--- config.mk ---
export PLATFORM = sky130hd
export DESIGN_NAME = stch_output_decoder
export DESIGN_NICKNAME = d
export VERILOG_FILES = /design/src/rtl/stch_dec_pkg.sv /design/src/rtl/stch_ones_counter.sv /design/src/rtl/stch_output_decoder.sv
export SDC_FILE = /design/constraint.sdc
export NUM_CORES = 1
export LEC_CHECK = 0
export ABC_AREA = 1
export CORE_MARGIN = 2
export CORE_UTILIZATION = 55
export CTS_CLUSTER_SIZE = 20
export DETAILED_ROUTE_END_ITERATION = 16
export DONT_BUFFER_PORTS = 1
export PLACE_DENSITY = 0.7
export RECOVER_POWER = 100
export SKIP_CTS_REPAIR_TIMING = 1
export SLEW_MARGIN = 30
export SYNTH_ARGS = -nofsm -noshare
export SYNTH_HDL_FRONTEND = slang
export SYNTH_SLANG_ARGS = --single-unit
--- constraint.sdc ---
create_clock -name CLK -period 5.1 [get_ports CLK]
set_input_delay 0.51 -clock CLK [delete_from_list [all_inputs] [get_ports CLK]]
set_output_delay 0.51 -clock CLK [all_outputs]
set_load 0.1 [all_outputs]
--- src/rtl/stch_dec_pkg.sv ---
// Shared types, default sizing and the count-to-binary scaling helper for
// the stochastic output decoder.
//   state_t   : decoder FSM states
//   WIN_LEN   : samples per decode window (default sizing)
//   CNT_W     : per-channel ones-counter width, able to hold WIN_LEN
//   IDX_W     : width of a channel index
//   sat_scale : drop the extra count LSBs and clamp to the output width
package stch_dec_pkg;

    localparam int unsigned NCH_DEF      = 5;
    localparam int unsigned DP_OUT_DEF   = 8;
    localparam int unsigned WIN_LOG2_DEF = 8;

    localparam int unsigned WIN_LEN = 1 << WIN_LOG2_DEF;
    localparam int unsigned CNT_W   = WIN_LOG2_DEF + 1;
    localparam int unsigned IDX_W   = (NCH_DEF > 1) ? $clog2(NCH_DEF) : 1;

    typedef enum logic [1:0] {
        IDLE,
        ACCUM,
        SCAN,
        DONE
    } state_t;

    // A full window of ones yields exactly 2^WIN_LOG2, one past the largest
    // representable value, so the shifted count is clamped.
    function automatic logic [31:0] sat_scale(input logic [31:0]  cnt,
                                              input int unsigned  shift,
                                              input int unsigned  width);
        logic [31:0] shifted;
        logic [31:0] max_val;
        shifted = cnt >> shift;
        max_val = (32'd1 << width) - 32'd1;
        return (shifted > max_val) ? max_val : shifted;
    endfunction

endpackage

--- src/rtl/stch_ones_counter.sv ---
// Per-channel ones counter for one stochastic bitstream.
//   CLK    : clock
//   INIT   : asynchronous active-high reset
//   clear  : synchronous clear at the start of a window
//   inc_en : sample strobe; adds s_bit when high
//   s_bit  : stochastic input bit for this channel
//   cnt    : number of ones seen since the last clear
module stch_ones_counter
    import stch_dec_pkg::*;
#(
    parameter int unsigned WIDTH = CNT_W
) (
    input  logic             CLK,
    input  logic             INIT,
    input  logic             clear,
    input  logic             inc_en,
    input  logic             s_bit,
    output logic [WIDTH-1:0] cnt
);

    always_ff @(posedge CLK or posedge INIT) begin
        if (INIT) begin
            cnt <= '0;
        end else if (clear) begin
            cnt <= '0;
        end else if (inc_en) begin
            cnt <= cnt + WIDTH'(s_bit);
        end
    end

endmodule

--- src/rtl/stch_output_decoder.sv ---
// Stochastic-to-binary output decoder with argmax class selection.
// Counts ones per channel over 2^WIN_LOG2 enabled cycles, scales each count
// to DP_OUT bits, scans for the largest value (lowest index wins ties) and
// presents the result with a one-cycle VALID pulse.
//   CLK   : clock
//   INIT  : asynchronous active-high reset
//   START : begin a decode window (accepted only in IDLE)
//   EN    : sample enable; freezes sampling and the window counter when low
//   S     : one stochastic bit per channel
//   BUSY  : high whenever not IDLE
//   D     : decoded values, channel k at [k*DP_OUT +: DP_OUT]
//   CLASS : index of the largest decoded value
//   VALID : one-cycle pulse when D and CLASS update
module stch_output_decoder
    import stch_dec_pkg::*;
#(
    parameter  int unsigned NCH       = NCH_DEF,
    parameter  int unsigned DP_OUT    = DP_OUT_DEF,
    parameter  int unsigned WIN_LOG2  = WIN_LOG2_DEF,
    localparam int unsigned IDX_WIDTH = (NCH > 1) ? $clog2(NCH) : 1
) (
    input  logic                  CLK,
    input  logic                  INIT,
    input  logic                  START,
    input  logic                  EN,
    input  logic [NCH-1:0]        S,
    output logic                  BUSY,
    output logic [NCH*DP_OUT-1:0] D,
    output logic [IDX_WIDTH-1:0]  CLASS,
    output logic                  VALID
);

    localparam int unsigned CNT_WIDTH   = WIN_LOG2 + 1;
    localparam int unsigned WIN_SAMPLES = 1 << WIN_LOG2;
    localparam int unsigned SHIFT       = WIN_LOG2 - DP_OUT;

    state_t state_q, state_d;

    logic                 cnt_clear;
    logic                 cnt_inc;
    logic                 last_sample;
    logic                 scan_last;
    logic [CNT_WIDTH-1:0] win_cnt_q;
    logic [CNT_WIDTH-1:0] cnt     [NCH];
    logic [DP_OUT-1:0]    val     [NCH];
    logic [DP_OUT-1:0]    res_q   [NCH];
    logic [IDX_WIDTH-1:0] scan_idx_q;
    logic [IDX_WIDTH-1:0] max_idx_q;
    logic [DP_OUT-1:0]    max_val_q;

    // ---------------------------------------------------------------------
    // Per-channel ones counters
    // ---------------------------------------------------------------------
    for (genvar g = 0; g < NCH; g++) begin : g_ch
        stch_ones_counter #(
            .WIDTH(CNT_WIDTH)
        ) u_cnt (
            .CLK    (CLK),
            .INIT   (INIT),
            .clear  (cnt_clear),
            .inc_en (cnt_inc),
            .s_bit  (S[g]),
            .cnt    (cnt[g])
        );
    end

    always_comb begin
        for (int unsigned k = 0; k < NCH; k++) begin
            val[k] = DP_OUT'(sat_scale(32'(cnt[k]), SHIFT, DP_OUT));
        end
    end

    assign last_sample = (win_cnt_q == CNT_WIDTH'(WIN_SAMPLES - 1));
    assign scan_last   = (scan_idx_q == IDX_WIDTH'(NCH - 1));

    // ---------------------------------------------------------------------
    // FSM: state register / next state / outputs
    // ---------------------------------------------------------------------
    always_ff @(posedge CLK or posedge INIT) begin
        if (INIT) begin
            state_q <= IDLE;
        end else begin
            state_q <= state_d;
        end
    end

    always_comb begin
        state_d = state_q;
        case (state_q)
            IDLE:    if (START)              state_d = ACCUM;
            ACCUM:   if (EN && last_sample)  state_d = SCAN;
            SCAN:    if (scan_last)          state_d = DONE;
            DONE:                            state_d = IDLE;
            default:                         state_d = IDLE;
        endcase
    end

    always_comb begin
        BUSY      = (state_q != IDLE);
        cnt_clear = (state_q == IDLE) && START;
        cnt_inc   = (state_q == ACCUM) && EN;
    end

    // ---------------------------------------------------------------------
    // Window counter
    // ---------------------------------------------------------------------
    always_ff @(posedge CLK or posedge INIT) begin
        if (INIT) begin
            win_cnt_q <= '0;
        end else if (cnt_clear) begin
            win_cnt_q <= '0;
        end else if (cnt_inc) begin
            win_cnt_q <= win_cnt_q + 1'b1;
        end
    end

    // ---------------------------------------------------------------------
    // Result latch and argmax scan
    // ---------------------------------------------------------------------
    // The counters settle on the ACCUM-exit edge, so the latch is loaded on
    // the first SCAN cycle, which also seeds the running max with channel 0.
    // Later scan steps then compare against the latched values.
    always_ff @(posedge CLK or posedge INIT) begin
        if (INIT) begin
            scan_idx_q <= '0;
            max_idx_q  <= '0;
            max_val_q  <= '0;
            for (int unsigned k = 0; k < NCH; k++) begin
                res_q[k] <= '0;
            end
        end else if (state_q == SCAN) begin
            scan_idx_q <= scan_last ? '0 : scan_idx_q + 1'b1;
            if (scan_idx_q == '0) begin
                for (int unsigned k = 0; k < NCH; k++) begin
                    res_q[k] <= val[k];
                end
                max_val_q <= val[0];
                max_idx_q <= '0;
            end else if (res_q[scan_idx_q] > max_val_q) begin
                max_val_q <= res_q[scan_idx_q];
                max_idx_q <= scan_idx_q;
            end
        end
    end

    // ---------------------------------------------------------------------
    // Output registers
    // ---------------------------------------------------------------------
    always_ff @(posedge CLK or posedge INIT) begin
        if (INIT) begin
            D     <= '0;
            CLASS <= '0;
            VALID <= 1'b0;
        end else begin
            VALID <= (state_q == DONE);
            if (state_q == DONE) begin
                for (int unsigned k = 0; k < NCH; k++) begin
                    D[k*DP_OUT +: DP_OUT] <= res_q[k];
                end
                CLASS <= max_idx_q;
            end
        end
    end

endmodule
# --- Word-level counts from Yosys, hierarchy flattened ---
# Cells that the tools add are included.
totals:
  ff_bits: 154
  latchBits: 0
  ramBits: 0
  romBits: 0
  in_bits: 9
  output_inout_bits: 45
  wordCells: 81
  memories: 0
classes:
  add_sub_neg: 7
  n_mul: 0
  n_div: 0
  magnitude_cmp: 7
  eq_ne: 8
  shift: 0
  n_mux: 29
  bitwise_logic: 1
  reduce_logical: 11
op_table:
  columns: ["op", "n"]
  rows:
  - ["9-bit two-way mux", 12]
  - ["8-bit two-way mux", 9]
  - ["9-bit by 1-bit adder with 9-bit output", 5]
  - ["9-bit by 8-bit > comparator with 1-bit output, second input constant", 5]
  - ["8-bit binary-select mux with 3-bit select", 1]
  - ["9-bit by 1-bit adder with 9-bit output, second input constant", 1]
  - ["9-bit by 8-bit == test with 1-bit output, second input constant", 1]
  - ["3-bit two-way mux", 3]
  - ["8-bit > comparator", 1]
  - ["2-bit case mux with 4 select lines", 1]
  - ["2-bit two-way mux", 3]
  - ["2-bit != test, second input constant", 3]
  - ["2-bit nonzero test", 3]
  - ["2-bit == test, second input constant", 2]
  - ["4-bit greater-or-equal comparator, second input constant", 1]
  - ["3-bit NOT with 4-bit output", 1]
  - ["2-bit AND reduction", 2]
  - ["3-bit by 1-bit adder with 3-bit output, second input constant", 1]
  - ["3-bit == test, second input constant", 1]
  - ["1-bit logical AND", 3]
  - ["3-bit zero test", 1]
  - ["3-bit AND reduction", 1]
  - ["2-bit by 1-bit == test with 1-bit output, second input constant", 1]
  - ["2-bit zero test", 1]

# --- Depth between registers and ports, before layout ---
# Gate-level depths: netlist (run 1).
depth:
  word_depth: 7
  depth_mapped: 19
  depth_no_buf: 18

# --- Modules after synthesis ---
# From an unflattened synthesis (run 1), not the netlist that was laid out.
unflattened:
  cells_unflattened: 945
  hier_area_um2: 7761.2
by_module_without_submodules:
  columns: ["mod", "instances", "cells_per_inst", "area_per_inst_um2", "seq_area_each_um2"]
  rows:
  - ["stch_output_decoder", 1, 590, 5058.6, 2727.6]
  - ["stch_ones_counter", 5, 71, 540.5, 225.2]

# --- Worst setup path after synthesis (run 1) ---
# Ideal clock, no wire load.
synth_timing:
  kind: "register to register"
  start: "reg scan_idx_q[0]"
  end: "reg max_idx_q[0]"
  setup_time_ns: 0.117
  arrival_time_ns: 1.915
  required_time_ns: 4.983
  path_slack_ns: 3.068
  stages_incl_launch_ff: 14
  path_buffers: 2
  period_less_slack_ns: 2.032
  cell_sequence: "dfrtp_1 buf_4 nor3_4 nand2_1 nand2_1 inv_1 ha_1 nand2_1 nor2_1 a21oi_1 nand2_1 buf_2 nand3_1 nand2_1"
synth_via:
  elab_chain_cells: 7
  word_cells_on_any_way: 10
  classes_between: "order compare (1); mux (5); bitwise (1); reduce/logical (3)"
synth_rtl:
  columns: ["element", "line", "text"]
  rows:
  - ["start, declared", "stch_output_decoder.sv:47", "logic [IDX_WIDTH-1:0] scan_idx_q;"]
  - ["start signal, assigned", "stch_output_decoder.sv:132", "scan_idx_q <= scan_last ? '0 : scan_idx_q + 1'b1;"]
  - ["3-bit NOT with 4-bit output (implied by the code)", "stch_output_decoder.sv:139", "end else if (res_q[scan_idx_q] > max_val_q) begin"]
  - ["8-bit binary-select mux with 3-bit select", "stch_output_decoder.sv:139", null]
  - ["8-bit two-way mux (implied by the code) (2 in a row)", "stch_output_decoder.sv:139", null]
  - ["8-bit > comparator", "stch_output_decoder.sv:139", null]
  - ["2-bit nonzero test (no line)", null, null]
  - ["2-bit AND reduction (no line)", null, null]
  - ["end signal, assigned", "stch_output_decoder.sv:141", "max_idx_q <= scan_idx_q;"]
  - ["end, declared", "stch_output_decoder.sv:48", "logic [IDX_WIDTH-1:0] max_idx_q;"]
# Several ways; a longest one is shown, not always the timed one. The select of a mux whose other input is x is not followed.
# A chain may end at the register's enable or synchronous reset.

# --- Final worst setup path (run 1) ---
layout_timing:
  start: "reg state_q[0]"
  end: "reg g_ch[0].u_cnt.cnt[5]"
layout_via:
  elab_chain_cells: 3
  word_cells_on_any_way: 6
  classes_between: "eq/ne (1); mux (1); reduce/logical (4)"
layout_rtl:
  columns: ["element", "line", "text"]
  rows:
  - ["start, declared", "stch_output_decoder.sv:37", "state_t state_q, state_d;"]
  - ["start signal, assigned", "stch_output_decoder.sv:83", "state_q <= state_d;"]
  - ["2-bit by 1-bit == test with 1-bit output / 2-bit zero test (equally long branches)", "stch_output_decoder.sv:101, stch_output_decoder.sv:100", null]
  - ["1-bit logical AND, on equally long branches", "stch_output_decoder.sv:101, stch_output_decoder.sv:100", null]
  - ["2-bit nonzero test (no line) / 9-bit two-way mux (equally long branches)", null, null]
  - ["end signal, assigned", "stch_ones_counter.sv:27", "cnt <= cnt + WIDTH'(s_bit);"]
  - ["end, declared", "stch_ones_counter.sv:18", "output logic [WIDTH-1:0] cnt"]
# Several ways; a longest one is shown, not always the timed one.

==> impl_metrics.tcl, run 1 <==
set metrics [dict create \
    ant_nets 0 \
    synth_area_um2 7380 \
    violations "max-capacitance violations, max-slew violations" \
    required_ps 5440 \
    wl_per_cell_um 15.6 \
    arrival_ps 4190 \
    ys_ff_latch 154 \
    post-route-min-period_ps 3850 \
    setup_viol 0 \
    core_area_um2 13200 \
    insertion_delay_ps 430 \
    die_area_um2 14400 \
    synth_area_per_cell_um2 8.19 \
    fin_worst_skew_ps 8.95 \
    r2r_slack_ps 1250 \
    slew_headroom_pct -117 \
    grt_pass1_vias 5572 \
    hold_viol 0 \
    ios 54 \
    antenna_found_initial 0 \
    routabilityCongestion 0.934 \
    rows 42 \
    worst_setup_path_start_kind "flop" \
    synthCells 901 \
    status "finished with violations" \
    drv_slew 249 \
    antenna_cells 0 \
    layout_commonest_cell "nand2_1" \
    die_w_um 120 \
    maxCapViolations 3 \
    clock-sinks 154 \
    ys_warn_count 0 \
    synth_cell_type_count 32 \
    cp-end-kind "flop" \
    initial_utilization_pct 56.0 \
    cts.path.max_buffers 2 \
    drt-vias-per-instance 5.45 \
    drc 0 \
    yosysSeqAreaShare_pct 52.2 \
    wl_um 16800 \
    cts_root_buf "clkbuf_16" \
    grt-ovfl-total 0 \
    hold_depth 3 \
    htree_levels 4 \
    rsz0062_at_grt "no" \
    post-dp-hpwl_um 11900 \
    layout-drive-gt1-share_pct 4.88 \
    setup_tns_ps 0 \
    cts_tree "built" \
    final_cell_mix "nand2_1, dfrtp_1, inv_1" \
    area_delta_synth_final_pct 8.71 \
    path_max_fanout 50 \
    track_usage_pct 24.8 \
    grt_pass1_wl_um 27700 \
    fin_nets 924 \
    min-delay-path-class "input pin to flop" \
    path_class "flop to flop" \
    rr_worst_depth 8 \
    cts.clk_slew.worst_paths_ps 60 \
    port_buffers 0 \
    vias 5868 \
    drtIter0Drc 586 \
    fin_crit_sh_pct 75.5 \
    syn-num-nets 937 \
    grt_max_degree 113 \
    fmax_ghz 0.260 \
    numCtsBuffers 17 \
    worst_slew_pin_slew_ps 3250 \
    drtPass1Iterations 5 \
    die_y_um 120 \
]
cell families after synthesis:
| kind of cell | count (synthesis) | synth area share, % |
|---|---|---|
| adders and majority gates | 27 | 4.58 |
| and+or+nand+nor | 376 | 21.5 |
| AOI/OAI and AO/OA | 184 | 12.6 |
| muxes | 3 | 0.458 |
| buffers and inverters | 157 | 8.58 |
| DFF | 154 | 52.2 |
registers in the layout, indices dropped and copies added (netlist names):
name,cells
state_q,2
res_q,40
g_ch.u_cnt.cnt,45
VALID,1
D,40
max_val_q,8
CLASS,3
scan_idx_q,3
max_idx_q,3
win_cnt_q,9
per-stage QoR:
stage / setup slack, ps / cells / instance area (µm²) / utilization [%] / hold WS [ps]
after floorplan: 440 / 901 / 7380 / - / 433
after CTS: 1770 / 1077 / 8060 / 61.1 / 113
after global placement: 2040 / 1045 / 7460 / 56.6 / 453
final: 1250 / 1077 / 8020 / 60.8 / 351
after global routing: 852 / 1077 / 8020 / 60.8 / 365
after detailed placement: 1820 / 1045 / 7460 / 56.6 / 485
final timing paths:
kind | startpoint | endpoint
min in group asynchronous | INIT | D[11]
hold / removal | S[3] | g_ch[3].u_cnt.cnt[0]
setup / recovery | state_q[0] | g_ch[0].u_cnt.cnt[5]
setup reg to reg | state_q[0] | g_ch[0].u_cnt.cnt[5]
hold reg to reg | g_ch[0].u_cnt.cnt[7] | g_ch[0].u_cnt.cnt[7]
max in group asynchronous | INIT | D[37]
cell usage after synthesis:
library cell | number | share of area (%)
buf_4 | 4 | 0.41
nand3_1 | 62 | 4.2
o211ai_1 | 1 | 0.10
nor4_1 | 2 | 0.17
nand4_1 | 10 | 0.85
nor3_1 | 11 | 0.75
or2_2 | 2 | 0.17
dfrtp_1 | 154 | 52
a31oi_1 | 1 | 0.085
nor3_4 | 1 | 0.22
mux2_2 | 3 | 0.46
nor2_4 | 1 | 0.15
clkinv_1 | 2 | 0.10
nor3b_1 | 2 | 0.20
buf_6 | 1 | 0.15
nand2_2 | 1 | 0.085
a21oi_1 | 70 | 4.7
clkbuf_1 | 13 | 0.66
ha_1 | 27 | 4.6
a21o_1 | 2 | 0.20
o21ai_0 | 105 | 7.1
o21ai_1 | 3 | 0.20
o22ai_1 | 1 | 0.085
and3_1 | 1 | 0.085
nor2_1 | 80 | 4.1
buf_2 | 17 | 1.2
inv_2 | 4 | 0.20
o21bai_1 | 1 | 0.10
nand2_1 | 200 | 10
inv_1 | 115 | 5.8
nor3_2 | 3 | 0.41
buf_1 | 1 | 0.051
routing by layer:
layer | GRT usage [%] | up-vias | part of all wire [%]
li1 | - | 2900 | -
met4 | 9.93 | 0 | 2.4
met2 | 38.5 | 163 | 46
met5 | 0 | - | 0
met1 | 34.8 | 2772 | 47
met3 | 4.66 | 33 | 4.7
layout make-up:
class	count	area (µm²)
clock buffer	17	425
timing repair buffer	4	22.5
inverter	121	458
fill	1158	5170
tap	176	220
sequential	154	3850
clock inverter	15	168
multi-input combinational	590	2880
critical path, cell delays in order (launching register included):
cell and delay (ps):
dfrtp_1 380, inv_1 110, ha_1 240, nand2_1 80
clkbuf_1 1470, nand2_1 830, nand4_1 330, o21ai_0 100
a21oi_1 220
Power of run 1 is not shown: default switching activity piles up to over one toggle a cycle in this logic, so the estimate is an artifact.
==> run 2: changes to the inputs <==
- clock period: 5.1 -> 3.8 ns (I/O delays scaled with it)
==> run 2 against run 1 <==
  * The run still ends with max-capacitance violations, max-slew violations left
  * Die area did not move
  * Core utilization rose by 0.29 points
  * Clock-buffer cell count up 4
  * Global-route usage up 0.87 points
  * Hold slack worse by 150 ps
  * Clock skew is 2.2 ps lower
  * Final cell count up 0.37%
  * Largest cell class unchanged
  * Sequential share of layout area decreased by 0.23 points
  * Sequential cell count did not move
  * Maximum frequency up 23%
==> impl_metrics.tcl, run 2 (synthesis gave the netlist of run 1 again) <==
set metrics [dict create \
    drtPass1Iterations 6 \
    initial_utilization_pct 56.0 \
    grt_max_degree 61 \
    reg2reg_from "scan_idx_q[0]" \
    clock-sinks 154 \
    min-delay-path-class "input pin to flop" \
    placed_area_um2 7520 \
    cp-end-kind "flop" \
    required_ps 4170 \
    grt_pass1_vias 5696 \
    fin_worst_skew_ps 6.73 \
    cts.clk_slew.worst_paths_ps 60 \
    cts_root_buf "clkbuf_16" \
    cts_tree "built" \
    cpPeakStageDelay_ps 610 \
    timing.critical_path.mode_cell "inv_1" \
    grt_pass1_wl_um 28600 \
    final_cell_mix "nand2_1, dfrtp_1, inv_1" \
    path_class "flop to flop" \
    ios 54 \
    regMostFlops "g_ch.u_cnt.cnt" \
    wl_per_cell_um 15.9 \
    place_ws_ps 831 \
    drc 0 \
    arrival_ps 3490 \
    post-route-min-period_ps 3120 \
    fin_nets 928 \
    crit_path_start "scan_idx_q[0]" \
    die_w_um 120 \
    drtIter0Drc 470 \
    largest_reg_flops 45 \
    violations "max-capacitance violations, max-slew violations" \
    core_area_um2 13200 \
    drt-vias-per-instance 5.50 \
    path_cells "inv_2, ha_1, inv_1, nor2_1, inv_1, nor2_4, inv_1, nand2_2, nand2_1, nand2_1" \
    top_regs "g_ch.u_cnt.cnt (45), D (40), res_q (40)" \
    routabilityCongestion 0.930 \
    rows 42 \
    grt-ovfl-total 0 \
    worst_slew_pin_slew_ps 1650 \
    critPathBufInv 4 \
    slowest_stage "dfrtp_1" \
    layout_commonest_cell "nand2_1" \
    fillCellCount 1151 \
    post-dp-hpwl_um 12300 \
    antenna_cells 0 \
    vias 5942 \
    htree_levels 4 \
    finalWorstSetupSlack_ps 677 \
    worst_setup_path_start_kind "flop" \
    die_area_um2 14400 \
    maxCapViolations 1 \
    rsz0062_at_grt "no" \
    area_delta_synth_final_pct 9.24 \
    cts.path.max_buffers 2 \
    numCtsBuffers 17 \
    wl_um 17200 \
    fmax_ghz 0.320 \
    slew_headroom_pct -10.1 \
    ant_nets 0 \
    path_max_fanout 22 \
    die_y_um 120 \
    setup_tns_ps 0 \
    hold_viol 0 \
    hold_path_startpoint "S[3]" \
    fin_area_um2 8060 \
    insertion_delay_ps 430 \
    critical_path.top_delay_family "simple AND/OR/NAND/NOR gates" \
    status "finished with violations" \
    setup_viol 0 \
    fin_crit_sh_pct 82.2 \
    track_usage_pct 25.7 \
    port_buffers 0 \
    final_core_util_pct 61.1 \
    drv_slew 52 \
    layout-drive-gt1-share_pct 4.86 \
    antenna_found_initial 0 \
]
[run 2: worst register-to-register path, cell delays in order, from the launching register on]
cell and delay [ps]:
dfrtp_1 610, inv_2 340, ha_1 220, inv_1 60
nor2_1 430, inv_1 300, nor2_4 420, inv_1 300
nand2_2 250, nand2_1 90, nand2_1 60
[run 2: layout make-up]
| class | instances | area (µm²) | area share, % |
|---|---|---|---|
| Clock inverter | 11 | 145 | 1.80 |
| Timing Repair Buffer | 8 | 58.8 | 0.729 |
| Multi-Input combinational cell | 590 | 2880 | 35.7 |
| Clock buffer | 21 | 450 | 5.59 |
| Inverter | 121 | 455 | 5.65 |
| Tap cell | 176 | 220 | 2.73 |
| Sequential cell | 154 | 3850 | 47.8 |
[run 2: path summary, 6_finish.rpt]
path	cells past startpoint	endpoint	slack, ps
setup reg to reg	10	max_val_q[2]	680
max in group asynchronous	4	g_ch[4].u_cnt.cnt[4]	890
setup / recovery	10	max_val_q[2]	680
hold reg to reg	1	g_ch[0].u_cnt.cnt[7]	470
hold / removal	3	g_ch[3].u_cnt.cnt[0]	210
min in group asynchronous	2	D[18]	580
[run 2: per-stage QoR]
step	cells	hold WS [ps]
floorplan	901	433
global placement	1047	455
detailed placement	1048	326
CTS	1080	-126
global route	1081	231
finish	1081	206
[run 2: routing by layer]
layer / share of wire, % / vias to the layer above / GRT usage, %
met5: 0 / - / 0
met2: 46 / 164 / 40.0
met3: 5.5 / 37 / 5.04
met1: 46 / 2849 / 35.7
met4: 2.6 / 0 / 10.4
li1: - / 2892 / -
Power of run 2 is left out for the same reason.
